`config.mk`:
```
export PLATFORM = sky130hd
export DESIGN_NAME = z80_io_controller_flat
export DESIGN_NICKNAME = d
export VERILOG_FILES = /design/src/rtl/z80_io_controller_pkg.sv /design/src/rtl/z80_io_controller_if.sv /design/src/rtl/z80_irq_prio.sv /design/src/rtl/z80_io_controller.sv /design/src/flat_wrapper.sv
export SDC_FILE = /design/constraint.sdc
export NUM_CORES = 1
export LEC_CHECK = 0
export ABC_AREA = 1
export CORE_ASPECT_RATIO = 0.7
export CORE_MARGIN = 2
export CORE_UTILIZATION = 54
export DETAILED_ROUTE_END_ITERATION = 6
export PLACE_DENSITY = 0.79
export SYNTH_ARGS = -nofsm -noshare
export SYNTH_HDL_FRONTEND = slang
export SYNTH_SLANG_ARGS = --single-unit
```
`constraint.sdc`:
```
create_clock -name i_clk -period 4.4 [get_ports i_clk]
set_input_delay 0.88 -clock i_clk [delete_from_list [all_inputs] [get_ports i_clk]]
set_output_delay 0.88 -clock i_clk [all_outputs]
set_load 0.02 [all_outputs]
```
`src/rtl/z80_io_controller_pkg.sv`:
```
// Shared constants for the Z80 I/O controller: register offsets, wait FSM
// states and the interrupt priority encoder.
package z80_io_controller_pkg;

    localparam logic [2:0] REG_INDEX = 3'd0;
    localparam logic [2:0] REG_WAIT  = 3'd1;
    localparam logic [2:0] REG_MASK  = 3'd2;
    localparam logic [2:0] REG_PEND  = 3'd3;
    localparam logic [2:0] REG_VBASE = 3'd4;

    localparam logic [2:0] NO_IRQ_IDX = 3'd7;

    typedef enum logic [1:0] {
        ST_IDLE  = 2'd0,
        ST_COUNT = 2'd1,
        ST_DONE  = 2'd2
    } wait_state_t;

    // Returns {valid, index} of the lowest set bit; index 7 when nothing is set.
    function automatic logic [3:0] lowest_idx(input logic [7:0] v);
        lowest_idx = {1'b0, NO_IRQ_IDX};
        for (int i = 7; i >= 0; i--) begin
            if (v[i]) lowest_idx = {1'b1, 3'(i)};
        end
    endfunction

endpackage

```
`src/rtl/z80_io_controller_if.sv`:
```
// Z80 CPU-side bus, chip-selects and interrupt lines of the I/O controller.
interface z80_io_controller_if #(
    parameter int N_SLOTS = 8,
    parameter int N_IRQ   = 4
);
    logic               i_m1_n;
    logic               i_iorq_n;
    logic               i_rd_n;
    logic               i_wr_n;
    logic [7:0]         i_addr;
    logic [7:0]         i_data;
    logic [7:0]         o_data;
    logic               o_data_oe;
    logic [N_SLOTS-1:0] o_cs_n;
    logic               o_wait_n;
    logic [N_IRQ-1:0]   i_irq;
    logic               o_int_n;

    modport master (
        output i_m1_n, i_iorq_n, i_rd_n, i_wr_n, i_addr, i_data, i_irq,
        input  o_data, o_data_oe, o_cs_n, o_wait_n, o_int_n
    );

    modport slave (
        input  i_m1_n, i_iorq_n, i_rd_n, i_wr_n, i_addr, i_data, i_irq,
        output o_data, o_data_oe, o_cs_n, o_wait_n, o_int_n
    );
endinterface

```
`src/rtl/z80_irq_prio.sv`:
```
// Edge-latched, maskable interrupt pending register with lowest-index priority
// and clear-on-acknowledge; a new edge always wins over a clear of the same bit.
module z80_irq_prio
    import z80_io_controller_pkg::*;
#(
    parameter int N_IRQ = 4
) (
    input  logic             i_clk,
    input  logic             i_reset_n,
    input  logic [N_IRQ-1:0] i_irq,
    input  logic [N_IRQ-1:0] i_mask,
    input  logic [N_IRQ-1:0] i_clr,
    input  logic             i_ack_cyc,
    input  logic             i_iorq_n,
    output logic [N_IRQ-1:0] o_pend,
    output logic             o_int_n,
    output logic [2:0]       o_vec_idx
);
    logic [N_IRQ-1:0] r_pend;
    logic [N_IRQ-1:0] r_irq_prev;
    logic             r_int_n;
    logic             r_ack_seen;
    logic             r_ack_valid;
    logic [2:0]       r_ack_idx;

    logic [N_IRQ-1:0] w_set;
    logic [N_IRQ-1:0] w_ack_clr;
    logic [7:0]       w_req;
    logic             w_valid;
    logic [2:0]       w_idx;

    assign w_set = i_irq & ~r_irq_prev & i_mask;

    always_comb begin
        w_req = '0;
        w_req[N_IRQ-1:0] = r_pend & i_mask;
        {w_valid, w_idx} = lowest_idx(w_req);
    end

    // The acknowledged source is released when IORQ rises at the end of the cycle.
    always_comb begin
        w_ack_clr = '0;
        if (r_ack_seen && r_ack_valid && i_iorq_n) begin
            for (int i = 0; i < N_IRQ; i++) begin
                if (r_ack_idx == 3'(i)) w_ack_clr[i] = 1'b1;
            end
        end
    end

    always_ff @(posedge i_clk) begin
        if (!i_reset_n) begin
            r_pend      <= '0;
            r_irq_prev  <= '0;
            r_int_n     <= 1'b1;
            r_ack_seen  <= 1'b0;
            r_ack_valid <= 1'b0;
            r_ack_idx   <= NO_IRQ_IDX;
        end else begin
            r_irq_prev <= i_irq;
            r_pend     <= (r_pend & ~(i_clr | w_ack_clr)) | w_set;
            r_int_n    <= ~|(r_pend & i_mask);
            if (i_ack_cyc && !r_ack_seen) begin
                r_ack_seen  <= 1'b1;
                r_ack_valid <= w_valid;
                r_ack_idx   <= w_idx;
            end else if (i_iorq_n) begin
                r_ack_seen  <= 1'b0;
                r_ack_valid <= 1'b0;
            end
        end
    end

    // Before the first acknowledge edge the live encoder supplies the vector.
    assign o_vec_idx = r_ack_seen ? r_ack_idx : w_idx;
    assign o_pend    = r_pend;
    assign o_int_n   = r_int_n;

endmodule

```
`src/rtl/z80_io_controller.sv`:
```
// Z80 I/O slot decoder with per-slot programmable wait states and a mode-2
// interrupt controller whose registers occupy the top slot.
module z80_io_controller
    import z80_io_controller_pkg::*;
#(
    parameter int N_SLOTS = 8,
    parameter int N_IRQ   = 4,
    parameter int WAIT_W  = 3
) (
    input  logic                i_clk,
    input  logic                i_reset_n,
    z80_io_controller_if.slave  bus
);
    localparam int                    SLOT_BITS = $clog2(N_SLOTS);
    localparam logic [SLOT_BITS-1:0]  INT_SLOT  = SLOT_BITS'(N_SLOTS - 1);
    localparam logic [WAIT_W-1:0]     ONE_W     = WAIT_W'(1);

    logic [SLOT_BITS-1:0] r_index;
    logic [WAIT_W-1:0]    r_wait [N_SLOTS];
    logic [N_IRQ-1:0]     r_mask;
    logic [3:0]           r_vbase;
    logic                 r_wr_seen;
    wait_state_t          r_state;
    logic [WAIT_W-1:0]    r_cnt;
    logic                 r_wait_n;

    logic                 w_io_cyc;
    logic                 w_ack_cyc;
    logic [SLOT_BITS-1:0] w_slot;
    logic [2:0]           w_offset;
    logic                 w_int_sel;
    logic                 w_wr_commit;
    logic [N_IRQ-1:0]     w_pend_clr;
    logic [N_IRQ-1:0]     w_pend;
    logic                 w_int_n;
    logic [2:0]           w_vec_idx;
    logic [WAIT_W-1:0]    w_slot_wait;
    logic [7:0]           w_rd_data;
    logic [7:0]           w_data;
    logic                 w_oe;
    logic [N_SLOTS-1:0]   w_cs_n;
    logic                 w_unused;

    assign w_io_cyc    = ~bus.i_iorq_n & bus.i_m1_n;
    assign w_ack_cyc   = ~bus.i_iorq_n & ~bus.i_m1_n;
    assign w_slot      = bus.i_addr[7 -: SLOT_BITS];
    assign w_offset    = bus.i_addr[2:0];
    assign w_int_sel   = w_io_cyc & (w_slot == INT_SLOT);
    assign w_wr_commit = w_int_sel & ~bus.i_wr_n & ~r_wr_seen;
    assign w_pend_clr  = (w_wr_commit && w_offset == REG_PEND) ? bus.i_data[N_IRQ-1:0] : '0;
    assign w_slot_wait = r_wait[w_slot];
    assign w_unused    = &{1'b0, bus.i_addr, bus.i_data};

    z80_irq_prio #(.N_IRQ(N_IRQ)) u_irq (
        .i_clk     (i_clk),
        .i_reset_n (i_reset_n),
        .i_irq     (bus.i_irq),
        .i_mask    (r_mask),
        .i_clr     (w_pend_clr),
        .i_ack_cyc (w_ack_cyc),
        .i_iorq_n  (bus.i_iorq_n),
        .o_pend    (w_pend),
        .o_int_n   (w_int_n),
        .o_vec_idx (w_vec_idx)
    );

    always_comb begin
        w_rd_data = '0;
        case (w_offset)
            REG_INDEX: w_rd_data[SLOT_BITS-1:0] = r_index;
            REG_WAIT:  w_rd_data[WAIT_W-1:0]    = r_wait[r_index];
            REG_MASK:  w_rd_data[N_IRQ-1:0]     = r_mask;
            REG_PEND:  w_rd_data[N_IRQ-1:0]     = w_pend;
            REG_VBASE: w_rd_data[7:4]           = r_vbase;
            default:   w_rd_data = '0;
        endcase
    end

    // Decode outputs are forced inactive while reset is held.
    always_comb begin
        w_cs_n = '1;
        w_data = '0;
        w_oe   = 1'b0;
        if (i_reset_n) begin
            for (int s = 0; s < N_SLOTS - 1; s++) begin
                if (w_io_cyc && w_slot == SLOT_BITS'(s)) w_cs_n[s] = 1'b0;
            end
            if (w_ack_cyc) begin
                w_oe   = 1'b1;
                w_data = {r_vbase, w_vec_idx, 1'b0};
            end else if (w_int_sel && !bus.i_rd_n) begin
                w_oe   = 1'b1;
                w_data = w_rd_data;
            end
        end
    end

    always_ff @(posedge i_clk) begin
        if (!i_reset_n) begin
            r_index   <= '0;
            r_mask    <= '0;
            r_vbase   <= '0;
            r_wr_seen <= 1'b0;
            for (int s = 0; s < N_SLOTS; s++) r_wait[s] <= '0;
        end else begin
            if (bus.i_iorq_n)     r_wr_seen <= 1'b0;
            else if (w_wr_commit) r_wr_seen <= 1'b1;
            if (w_wr_commit) begin
                case (w_offset)
                    REG_INDEX: r_index <= bus.i_data[SLOT_BITS-1:0];
                    REG_WAIT:  if (r_index != INT_SLOT) r_wait[r_index] <= bus.i_data[WAIT_W-1:0];
                    REG_MASK:  r_mask  <= bus.i_data[N_IRQ-1:0];
                    REG_VBASE: r_vbase <= bus.i_data[7:4];
                    default:   ;
                endcase
            end
        end
    end

    // WAIT is held low for exactly W cycles starting the cycle after IORQ is first seen.
    always_ff @(posedge i_clk) begin
        if (!i_reset_n) begin
            r_state  <= ST_IDLE;
            r_cnt    <= '0;
            r_wait_n <= 1'b1;
        end else begin
            case (r_state)
                ST_IDLE: begin
                    if (w_io_cyc) begin
                        if (w_slot_wait != '0) begin
                            r_state  <= ST_COUNT;
                            r_cnt    <= w_slot_wait - ONE_W;
                            r_wait_n <= 1'b0;
                        end else begin
                            r_state  <= ST_DONE;
                        end
                    end
                end
                ST_COUNT: begin
                    if (bus.i_iorq_n) begin
                        r_state  <= ST_IDLE;
                        r_wait_n <= 1'b1;
                    end else if (r_cnt == '0) begin
                        r_state  <= ST_DONE;
                        r_wait_n <= 1'b1;
                    end else begin
                        r_cnt <= r_cnt - ONE_W;
                    end
                end
                ST_DONE: begin
                    if (bus.i_iorq_n) r_state <= ST_IDLE;
                end
                default: begin
                    r_state  <= ST_IDLE;
                    r_wait_n <= 1'b1;
                end
            endcase
        end
    end

    assign bus.o_cs_n    = w_cs_n;
    assign bus.o_data    = w_data;
    assign bus.o_data_oe = w_oe;
    assign bus.o_wait_n  = r_wait_n;
    assign bus.o_int_n   = w_int_n;

endmodule
```
`src/flat_wrapper.sv`:
```
// flat-port wrapper written by rule: the top's interface ports become plain ports
module z80_io_controller_flat import z80_io_controller_pkg::*;
#(
    parameter int N_SLOTS = 8,
    parameter int N_IRQ   = 4,
    parameter int WAIT_W  = 3
)
  (i_clk, i_reset_n, bus_i_m1_n, bus_i_iorq_n, bus_i_rd_n, bus_i_wr_n, bus_i_addr, bus_i_data, bus_i_irq, bus_o_data, bus_o_data_oe, bus_o_cs_n, bus_o_wait_n, bus_o_int_n);
  z80_io_controller_if #(.N_SLOTS(N_SLOTS), .N_IRQ(N_IRQ)) bus_i ();
  input  logic i_clk;
  input  logic i_reset_n;
  input wire logic [$bits(bus_i.i_m1_n)-1:0] bus_i_m1_n;
  input wire logic [$bits(bus_i.i_iorq_n)-1:0] bus_i_iorq_n;
  input wire logic [$bits(bus_i.i_rd_n)-1:0] bus_i_rd_n;
  input wire logic [$bits(bus_i.i_wr_n)-1:0] bus_i_wr_n;
  input wire logic [$bits(bus_i.i_addr)-1:0] bus_i_addr;
  input wire logic [$bits(bus_i.i_data)-1:0] bus_i_data;
  input wire logic [$bits(bus_i.i_irq)-1:0] bus_i_irq;
  output wire logic [$bits(bus_i.o_data)-1:0] bus_o_data;
  output wire logic [$bits(bus_i.o_data_oe)-1:0] bus_o_data_oe;
  output wire logic [$bits(bus_i.o_cs_n)-1:0] bus_o_cs_n;
  output wire logic [$bits(bus_i.o_wait_n)-1:0] bus_o_wait_n;
  output wire logic [$bits(bus_i.o_int_n)-1:0] bus_o_int_n;
  assign bus_i.i_m1_n = bus_i_m1_n;
  assign bus_i.i_iorq_n = bus_i_iorq_n;
  assign bus_i.i_rd_n = bus_i_rd_n;
  assign bus_i.i_wr_n = bus_i_wr_n;
  assign bus_i.i_addr = bus_i_addr;
  assign bus_i.i_data = bus_i_data;
  assign bus_i.i_irq = bus_i_irq;
  assign bus_o_data = bus_i.o_data;
  assign bus_o_data_oe = bus_i.o_data_oe;
  assign bus_o_cs_n = bus_i.o_cs_n;
  assign bus_o_wait_n = bus_i.o_wait_n;
  assign bus_o_int_n = bus_i.o_int_n;
  z80_io_controller #(.N_SLOTS(N_SLOTS), .N_IRQ(N_IRQ), .WAIT_W(WAIT_W)) u_core (.i_clk(i_clk), .i_reset_n(i_reset_n), .bus(bus_i));
endmodule
```
# Yosys cells after proc, flatten, opt, wreduce, memory -nomap -nowiden
# Memory sizes are Yosys's and may differ from the RTL's. A register that Yosys moved wholly into a read port is not among the register bits.
# Cells that the tools add are included.
[totals]
regBits = 32
latchBits = 0
ram_bits = 24
romBits = 0
inputBits = 26
out_inout_bits = 19
wordCells = 148
mem_count = 1
[op_classes]
n_addsub = 2
multipliers = 0
n_div = 0
order_cmp = 0
eq_ne = 23
shift = 0
mux = 58
n_bitwise = 19
reduce_logical = 32
[mem_list]
columns = ["name", "words", "width", "read_ports", "rd_clocked_by_memory_dff", "write_ports", "line", "text"]
rows = [
  ["u_core.r_wait", 8, 3, 2, 1, 8, "z80_io_controller.sv:19", "logic [WAIT_W-1:0] r_wait [N_SLOTS];"],
]
[op_table]
columns = ["operator", "count"]
rows = [
  ["$mux 1", 28],
  ["$mux 4", 7],
  ["$mux 3", 9],
  ["$mux 8", 3],
  ["$eq 3x2->1 const B", 6],
  ["$and 4x4->4", 4],
  ["$eq 3x3->1 const B", 5],
  ["$logic_and 1x1->1", 12],
  ["$logic_not 3->1", 4],
  ["$pmux 3 s4", 1],
  ["$mux 2", 5],
  ["$eq 3x1->1 const B", 3],
  ["$not 4->4", 2],
  ["$or 4x4->4", 2],
  ["$mux 7", 1],
  ["$ne 2x2->1 const B", 3],
  ["$not 1->1", 6],
  ["$pmux 2 s3", 1],
  ["$pmux 3 s2", 1],
  ["$reduce_and 2->1", 3],
  ["$sub 3x1->3 const B", 2],
  ["$and 1x1->1", 5],
  ["$reduce_and 5->1", 1],
  ["$ne 2x1->1 const B", 2],
  ["15 further kinds", 18],
]

# Depth between registers and ports, before layout
# Gate-level depths: netlist (run 1).
[depth]
depth_word = 11
mapped_depth = 15
mapped_depth_nobuf = 14

# Hierarchy
# A second synthesis (run 1) with hierarchy kept.
[unflattened]
hier_cells = 437
area_unflattened_um2 = 3214.3
[by_module_without_submodules]
columns = ["mod", "n_inst", "cells_per_inst", "area_per_inst_um2", "seq_area_each_um2"]
rows = [
  ["z80_io_controller", 1, 354, 2588.7, 1141.1],
  ["z80_irq_prio", 1, 83, 625.6, 280.3],
]

# Worst setup path after synthesis (run 1)
# OpenSTA, ideal clock, no wires.
[synth_path]
path_kind = "in2out"
from = "input bus_i_addr[6]"
to = "output bus_o_data[4]"
t_arrival_ps = 2121
required_ps = 3520
path_slack_ps = 1399
path_stages = 5
path_buffers = 1
cell_sequence = "buf_4 > nand2_4 > nor4_2 > o21ai_1 > nor3b_1"
[synth_via]
elab_chain_len = 6
[synth_lines]
columns = ["item", "line", "text"]
rows = [
  ["start, declared", "flat_wrapper.sv:16", "input wire logic [$bits(bus_i.i_addr)-1:0] bus_i_addr;"],
  ["$eq 3x3->1", "z80_io_controller.sv:48", "assign w_int_sel = w_io_cyc & (w_slot == INT_SLOT);"],
  ["$and 1x1->1", "z80_io_controller.sv:48", ""],
  ["$logic_and 1x1->1", "z80_io_controller.sv:91", "end else if (w_int_sel && !bus.i_rd_n) begin"],
  ["$mux 8", "z80_io_controller.sv:91", ""],
  ["$mux 8", "z80_io_controller.sv:88", "if (w_ack_cyc) begin"],
  ["$mux 8", "z80_io_controller.sv:84", "if (i_reset_n) begin"],
  ["end, declared", "flat_wrapper.sv:19", "output wire logic [$bits(bus_i.o_data)-1:0] bus_o_data;"],
]
# No other way between the ends.

# Worst setup path after layout (run 1)
[layout_path]
from = "input bus_i_iorq_n"
to = "output bus_o_data[7]"
[layout_via]
elab_chain_len = 7
word_cells_on_any_way = 8
classes_between = "3 x mux; 4 x bitwise; 1 x reduce/logical"
[layout_lines]
columns = ["item", "line", "text"]
rows = [
  ["start, declared", "flat_wrapper.sv:13", "input wire logic [$bits(bus_i.i_iorq_n)-1:0] bus_i_iorq_n;"],
  ["$not 1->1 *", "z80_io_controller.sv:44, z80_io_controller.sv:45", ""],
  ["$and 1x1->1", "z80_io_controller.sv:44", "assign w_io_cyc = ~bus.i_iorq_n & bus.i_m1_n;"],
  ["$and 1x1->1", "z80_io_controller.sv:48", ""],
  ["$logic_and 1x1->1", "z80_io_controller.sv:91", ""],
  ["$mux 8", "z80_io_controller.sv:91", ""],
  ["$mux 8 *", "z80_io_controller.sv:88", ""],
  ["$mux 8 *", "z80_io_controller.sv:84", ""],
]
# Mark *: on every way between the ends. The rest lies on a longest branch, timed or not.

==> results.md, run 1 <==
* TritonCTS buffer count at 9
* Cell Chain, Critical Path: clkdlybuf4s50_1, inv_1, nand2_1, nor4_2, o21ai_1, nor3b_1, clkdlybuf4s50_1
* Die ar. at 6550 um2
* Hold Startpoint: u_core.bus.o_wait_n$_SDFFE_PN1P_
* Leak at 1.62 nW
* Skew final at 11.7 ps
* Seq/Total Area, Yosys at 44.5%
* Total wire length at 7.92 mm
* Total number of yosys warnings at 0
* Post-synth top area share at 22.6%
* Total track usage at 25.8%
* Worst hold path type: reg -> reg
* Clock-pin slew on the worst setup and hold paths at 80 ps
* Most Frequent Cell on Critical Path: clkdlybuf4s50_1
* Fmax at 242 MHz
* Layout cells sized above 1 at 8.78%
* Seq cells post-synth at 59
* CP max-delay cell: clkdlybuf4s50_1
* Syn Area/Cell at 7.30 um2
* Hpwl dp at 5.94 mm
* DRT iter0 DRCs at 341
* DR WL/cell at 14.0 um
* Max H-tree Level at 3
* Total gr overflow at 0
* # DRC at 0
* RR Startpoint: u_core.r_wait[3][0]$_SDFFCE_PN0P_
* Placed instance count at 549
* Count leader, synth: nand2_1
* Worst skew pair latency at 340 ps
* Worst setup startpoint: bus_i_iorq_n
* Net count of the finished layout at 512
* RSZ-0062 raised after global routing: false
* Slew Limit Fails at 0
* Min Tclk post-route at 4130 ps
* Synth top area cells: edfxtp_1 23%, dfxtp_1 22%, nand2_1 11%, nor2_1 7.5%, inv_1 6.0%
* Number of global-route vias before repair at 2,796
* Die H at 68.3 um
* Post-DRT Antenna Nets at 0
* Via count at 3,076
* Post-route setup slack at 271 ps
* ANT cells at 0
* Pwr Density at 316 nW/um2
* Async S/R FF share, synth at 0%
* Synth Flop Type: dfxtp_1
* Initial DRT Pass Iterations at 5
* Initial Util at 55.7%
* Count of cells resized by post-cts repair at 0
* Gpl congestion at 0.951
* Largest net degree at the start of global routing at 20
* Hold buffers post-CTS at 0
* Gate Count Post-Synth at 437
* Core box area at 5730 um2
* CP required at 3520 ps
* First-pass GRT wire length at 12.6 mm
* TritonCTS clock tree: yes
* DIE WIDTH at 95.9 um
* VDD IR max at 0.268 mV
* Critical path fanouts, max at 6
* Final Setup Violations at 0
* Status: completed
* Synth Cell Area at 3190 um2
* Final Hold Viols at 0
* Max cap viols at 0
* Non-filler cells, final at 565
* Clk root buf: clkbuf_8
* CP Capture Type: output port
* Worst Path Class, Setup: in -> out
* Post-place setup slack at 317 ps
* Clk sink count at 59
* Startpoint types: primary input
* Final worst-path cycle share at 93.8%
* Number of vias per cell at 5.44
* # port buffers at 41
* Postcts setup bufs at 0
* IO Pins at 45
* Most frequent cells after synthesis: 94 x nand2_1, 64 x nor2_1, 51 x inv_1, 38 x nand3_1, 38 x o21ai_0
* Synthesis-to-layout area growth at 21.5%
* Worst-Margin Slew at 534 ps
* Critical Path AT at 3250 ps
* Longest Clk Path Bufs at 2
* Setup TNS at 0 ps
* Post-synth top area cell: edfxtp_1
* Slew Limit Headroom at 64.1%
* Number of synthesized flops with an enable pin at 24
* Library cells used by synthesis at 34
* Num rows at 23
* Worst path max stage delay at 640 ps
* Initial antenna violation count at 0
## kinds of logic after synthesis
logic type / share of synthesized area (%)
buffers and inverters: 8.74
AO/OA/AOI/OAI: 13.4
adder cells (fa/ha/maj): 0.392
flip-flops: 44.5
other: 0.235
AND/OR/NAND/NOR: 32.7
## placed cells by master (no fill, tap or decap), types with 4 or more instances in the layout
cell type and n:
nand2_1 94, nor2_1 64, inv_1 51, clkdlybuf4s50_1 41
o21ai_0 38, nand3_1 38, dfxtp_1 35, a21oi_1 28
edfxtp_1 24, clkbuf_8 10, nand2_2 8, buf_4 6
nor3_1 5, o211ai_1 5, nor2_4 5, clkinv_1 4
nor3b_1 4, nand3b_1 4, conb_1 4
## worst paths after layout
path	end	slack [ps]	cells after the start
worst max-delay path	bus_o_data[7]	270	7
worst min-delay path	u_core.bus.o_wait_n$_SDFFE_PN1P_	470	2
worst max register to register	u_core.r_cnt[2]$_SDFFE_PN0P_	2700	13
worst min register to register	u_core.bus.o_wait_n$_SDFFE_PN1P_	470	2
## worst max-delay path: cells and delay by family
kind            cells  cell delay (ps)
simple gates        3              830
compound gates      1              250
buf+inv             3             1280
## flip-flops by register name, indices dropped and copies added, names as in the netlist, 2 cells and up, named ones only
register / flops
u_core.u_irq.r_ack_idx: 3
u_core.r_mask: 4
u_core.r_wait: 24
u_core.u_irq.o_pend: 4
u_core.r_cnt: 3
u_core.r_index: 3
u_core.u_irq.r_irq_prev: 4
u_core.r_state: 2
u_core.r_vbase: 4
## through the flow
| step | power, mW | hold WS [ps] | utilization (%) | cell area, um2 |
|---|---|---|---|---|
| floorplan | 0.700 | 457 | - | 3200 |
| global placement | 0.753 | 442 | 64.3 | 3680 |
| detailed placement | 0.757 | 452 | 64.3 | 3680 |
| CTS | 1.23 | 471 | 67.7 | 3880 |
| global route | 1.27 | 520 | 67.7 | 3880 |
| finish | 1.23 | 470 | 67.7 | 3880 |
## power breakdown
part	switching (mW)	leakage (nW)	internal, mW
Combinational	0.0920	0.985	0.0581
Clock	0.223	0.105	0.254
Sequential	0.0110	0.531	0.587
Total	0.326	1.62	0.900
## metal layers
metal / vias to the layer above / routed length [um] / GRT usage, %
li1: 1523 / - / -
met3: 15 / 714 / 6.50
met5: - / 0 / 0
met1: 1395 / 3620 / 35.0
met2: 143 / 3480 / 39.9
met4: 0 / 110 / 9.82
## cell type report
| type | instances | area (um2) |
|---|---|---|
| Fill cell | 490 | 1850 |
| Multi-Input combinational cell | 311 | 1500 |
| Sequential cell | 59 | 1420 |
| Timing Repair Buffer | 47 | 455 |
| Inverter | 57 | 214 |
| Clock buffer | 11 | 163 |
| Tap cell | 75 | 93.8 |
| Clock inverter | 5 | 31.3 |
(Power assumes the default switching activity.)
==> run 2: changes to the inputs <==
==> constraint.sdc (replaced) <==
create_clock -name i_clk -period 5.15 [get_ports i_clk]
set_input_delay 1.03 -clock i_clk [delete_from_list [all_inputs] [get_ports i_clk]]
set_output_delay 1.03 -clock i_clk [all_outputs]
set_load 0.02 [all_outputs]
==> run 2 against run 1 <==
  * Via count decreased by 3.5%
  * Critical path type unchanged
  * Count of clock-buffer cells in the layout increased by 1
  * Flip-flop and latch count unchanged
  * Utilization decreased by 1.1 points
  * Final cell count decreased by 0.88%
==> results.md, run 2 (synthesized netlist as in run 1, its figures left out) <==
* Via count at 2,969 (-3.5%)
* Worst hold path type: reg -> reg
* CP Capture Type: output port
* Max reg flops at 24 (unchanged)
* Worst Path Class, Setup: in -> out
* Count of cells resized by post-cts repair at 0 (unchanged)
* Final worst-path cycle share at 86.0%
* Max H-tree Level at 3 (unchanged)
* Leak at 1.58 nW (-2.4%)
* Skew final at 10.8 ps (-0.885 ps)
* First-pass GRT wire length at 12.2 mm (-3.0%)
* VDD IR max at 0.211 mV (-21%)
* Hold path depth at 2 (unchanged)
* Most frequent cells in the layout: 94 x nand2_1, 64 x nor2_1, 51 x inv_1
* Slew Limit Fails at 0 (unchanged)
* Critical path fanouts, max at 10 (+4)
* Number of vias per cell at 5.30 (-2.6%)
* IO Pins at 45 (unchanged)
* Core box area at 5730 um2 (unchanged)
* TritonCTS clock tree: yes
* Total gr overflow at 0 (unchanged)
* DR WL/cell at 13.8 um (-1.5%)
* Met1 layer usage reported by global route at 35.8% (+0.84 points)
* Status: completed
* Pwr Total at 0.992 mW (-19%)
* CP required at 4120 ps (+600 ps)
* Final core utilization at 66.6% (-1.1 points)
* Worst skew pair latency at 340 ps (about the same)
* Slew Limit Headroom at 63.9% (-0.18 points)
* DRT iter0 DRCs at 213 (-38%)
* Final Hold Viols at 0 (unchanged)
* R2r setup slk at 3450 ps (+750 ps)
* Die ar. at 6550 um2 (unchanged)
* Initial DRT Pass Iterations at 5 (unchanged)
* Longest Clk Path Bufs at 2 (unchanged)
* DIE WIDTH at 95.9 um (unchanged)
* Worst-Margin Slew at 537 ps (+2.70 ps)
* Worst r2r path cells at 13 (unchanged)
* Hold Startpoint: u_core.bus.o_wait_n$_SDFFE_PN1P_
* Hpwl dp at 5.76 mm (-3.0%)
* # DRC at 0 (unchanged)
* Fmax at 226 MHz
* Net count of the finished layout at 508 (-0.78%)
* TritonCTS buffer count at 9 (unchanged)
* Die H at 68.3 um (unchanged)
* Total wire length at 7.73 mm (-2.4%)
* Met3 usage at 8.26% (+1.8 points)
* Initial antenna violation count at 0 (unchanged)
* Total track usage at 25.6% (-0.15 points)
* # port buffers at 41 (unchanged)
* RR Startpoint: u_core.r_wait[3][0]$_SDFFCE_PN0P_
* Critical Path AT at 3400 ps (+150 ps)
* Layout cells sized above 1 at 7.42% (-1.4 points)
* Clock-pin slew on the worst setup and hold paths at 60 ps (-20 ps)
* Final Setup Violations at 0 (unchanged)
* Synthesis-to-layout area growth at 19.5%
* Number of global-route vias before repair at 2,653 (-5.1%)
* Max cap viols at 0 (unchanged)
* Min Tclk post-route at 4430 ps
* Pwr Density at 260 nW/um2 (-18%)
* Commonest non-fill, non-tap cell in the layout: nand2_1
* Grt met2 use at 37.8% (-2.1 points)
* Clk sink count at 59 (unchanged)
* Gpl congestion at 0.884 (-7.0%)
* Postcts setup bufs at 0 (unchanged)
* ANT cells at 0 (unchanged)
* Biggest register: u_core.r_wait
* Hold buffers post-CTS at 0 (unchanged)
* RR Endpoint: u_core.r_cnt[2]$_SDFFE_PN0P_
* Setup TNS at 0 ps (unchanged)
* Top Usage Layer GRT: met2
* Startpoint types: primary input
* Initial Util at 55.7% (unchanged)
* Num rows at 23 (unchanged)
* Clk root buf: clkbuf_8
* Hold endpoint: u_core.bus.o_wait_n$_SDFFE_PN1P_
* Post-DRT Antenna Nets at 0 (unchanged)
* RSZ-0062 raised after global routing: false
* Largest net degree at the start of global routing at 26 (+30%)
[run 2: where the power goes]
part	total (mW)	leakage, nW	internal, mW	switching, mW
Clock	0.356	0.0865	0.184	0.172
Sequential	0.511	0.531	0.502	0.00920
Combinational	0.125	0.965	0.0476	0.0778
[run 2: layer usage]
layer	up-vias	wire [um]
li1	1511	-
met1	1340	3700
met2	106	3370
met3	12	556
met4	0	102
met5	-	0
[run 2: final cells by class]
type	count	area, um2
fillers	499	1910
multi-input cells	311	1500
flip-flops and latches	59	1420
repair buffers	43	425
inverters	57	214
clock buffers	12	145
well taps	75	93.8
clock inverters	3	16.3
[run 2: worst max-delay path by stage]
stage                             start             to  slack (ps)  depth (start not counted)
after CTS                 bus_i_addr[6]  bus_o_data[7]         720                          6
after detailed placement  bus_i_addr[6]  bus_o_data[5]         730                          6
after global routing      bus_i_addr[6]  bus_o_data[4]         550                          6
after global placement    bus_i_addr[6]  bus_o_data[4]         750                          6
final                     bus_i_addr[6]  bus_o_data[7]         720                          6
after floorplan           bus_i_addr[6]  bus_o_data[4]        1850                          5
[run 2: through the flow]
stage               area (um2)  cells  hold WS (ps)  setup WS (ps)
floorplan                 3200    439           457           1850
finish                    3810    560           453            721
detailed placement        3650    545           442            730
global placement          3650    545           443            750
global route              3810    560           507            552
CTS                       3810    560           458            717
[run 2: critical path: stages]
cell	delay, ps
clkdlybuf4s50_1	700
nand2_4	90
nor4_2	450
o21ai_1	240
nor3b_1	250
clkdlybuf4s50_1	640
==> run 3: changes to the inputs <==
--- a/config.mk
+++ b/config.mk
@@ -6,6 +6,7 @@
 export NUM_CORES = 1
 export LEC_CHECK = 0
 export ABC_AREA = 1
+export CAP_MARGIN = 40
 export CORE_ASPECT_RATIO = 0.7
 export CORE_MARGIN = 2
 export CORE_UTILIZATION = 54
==> results of run 3 <==
The final DEF is identical to that of run 2; final timing and power are the same.
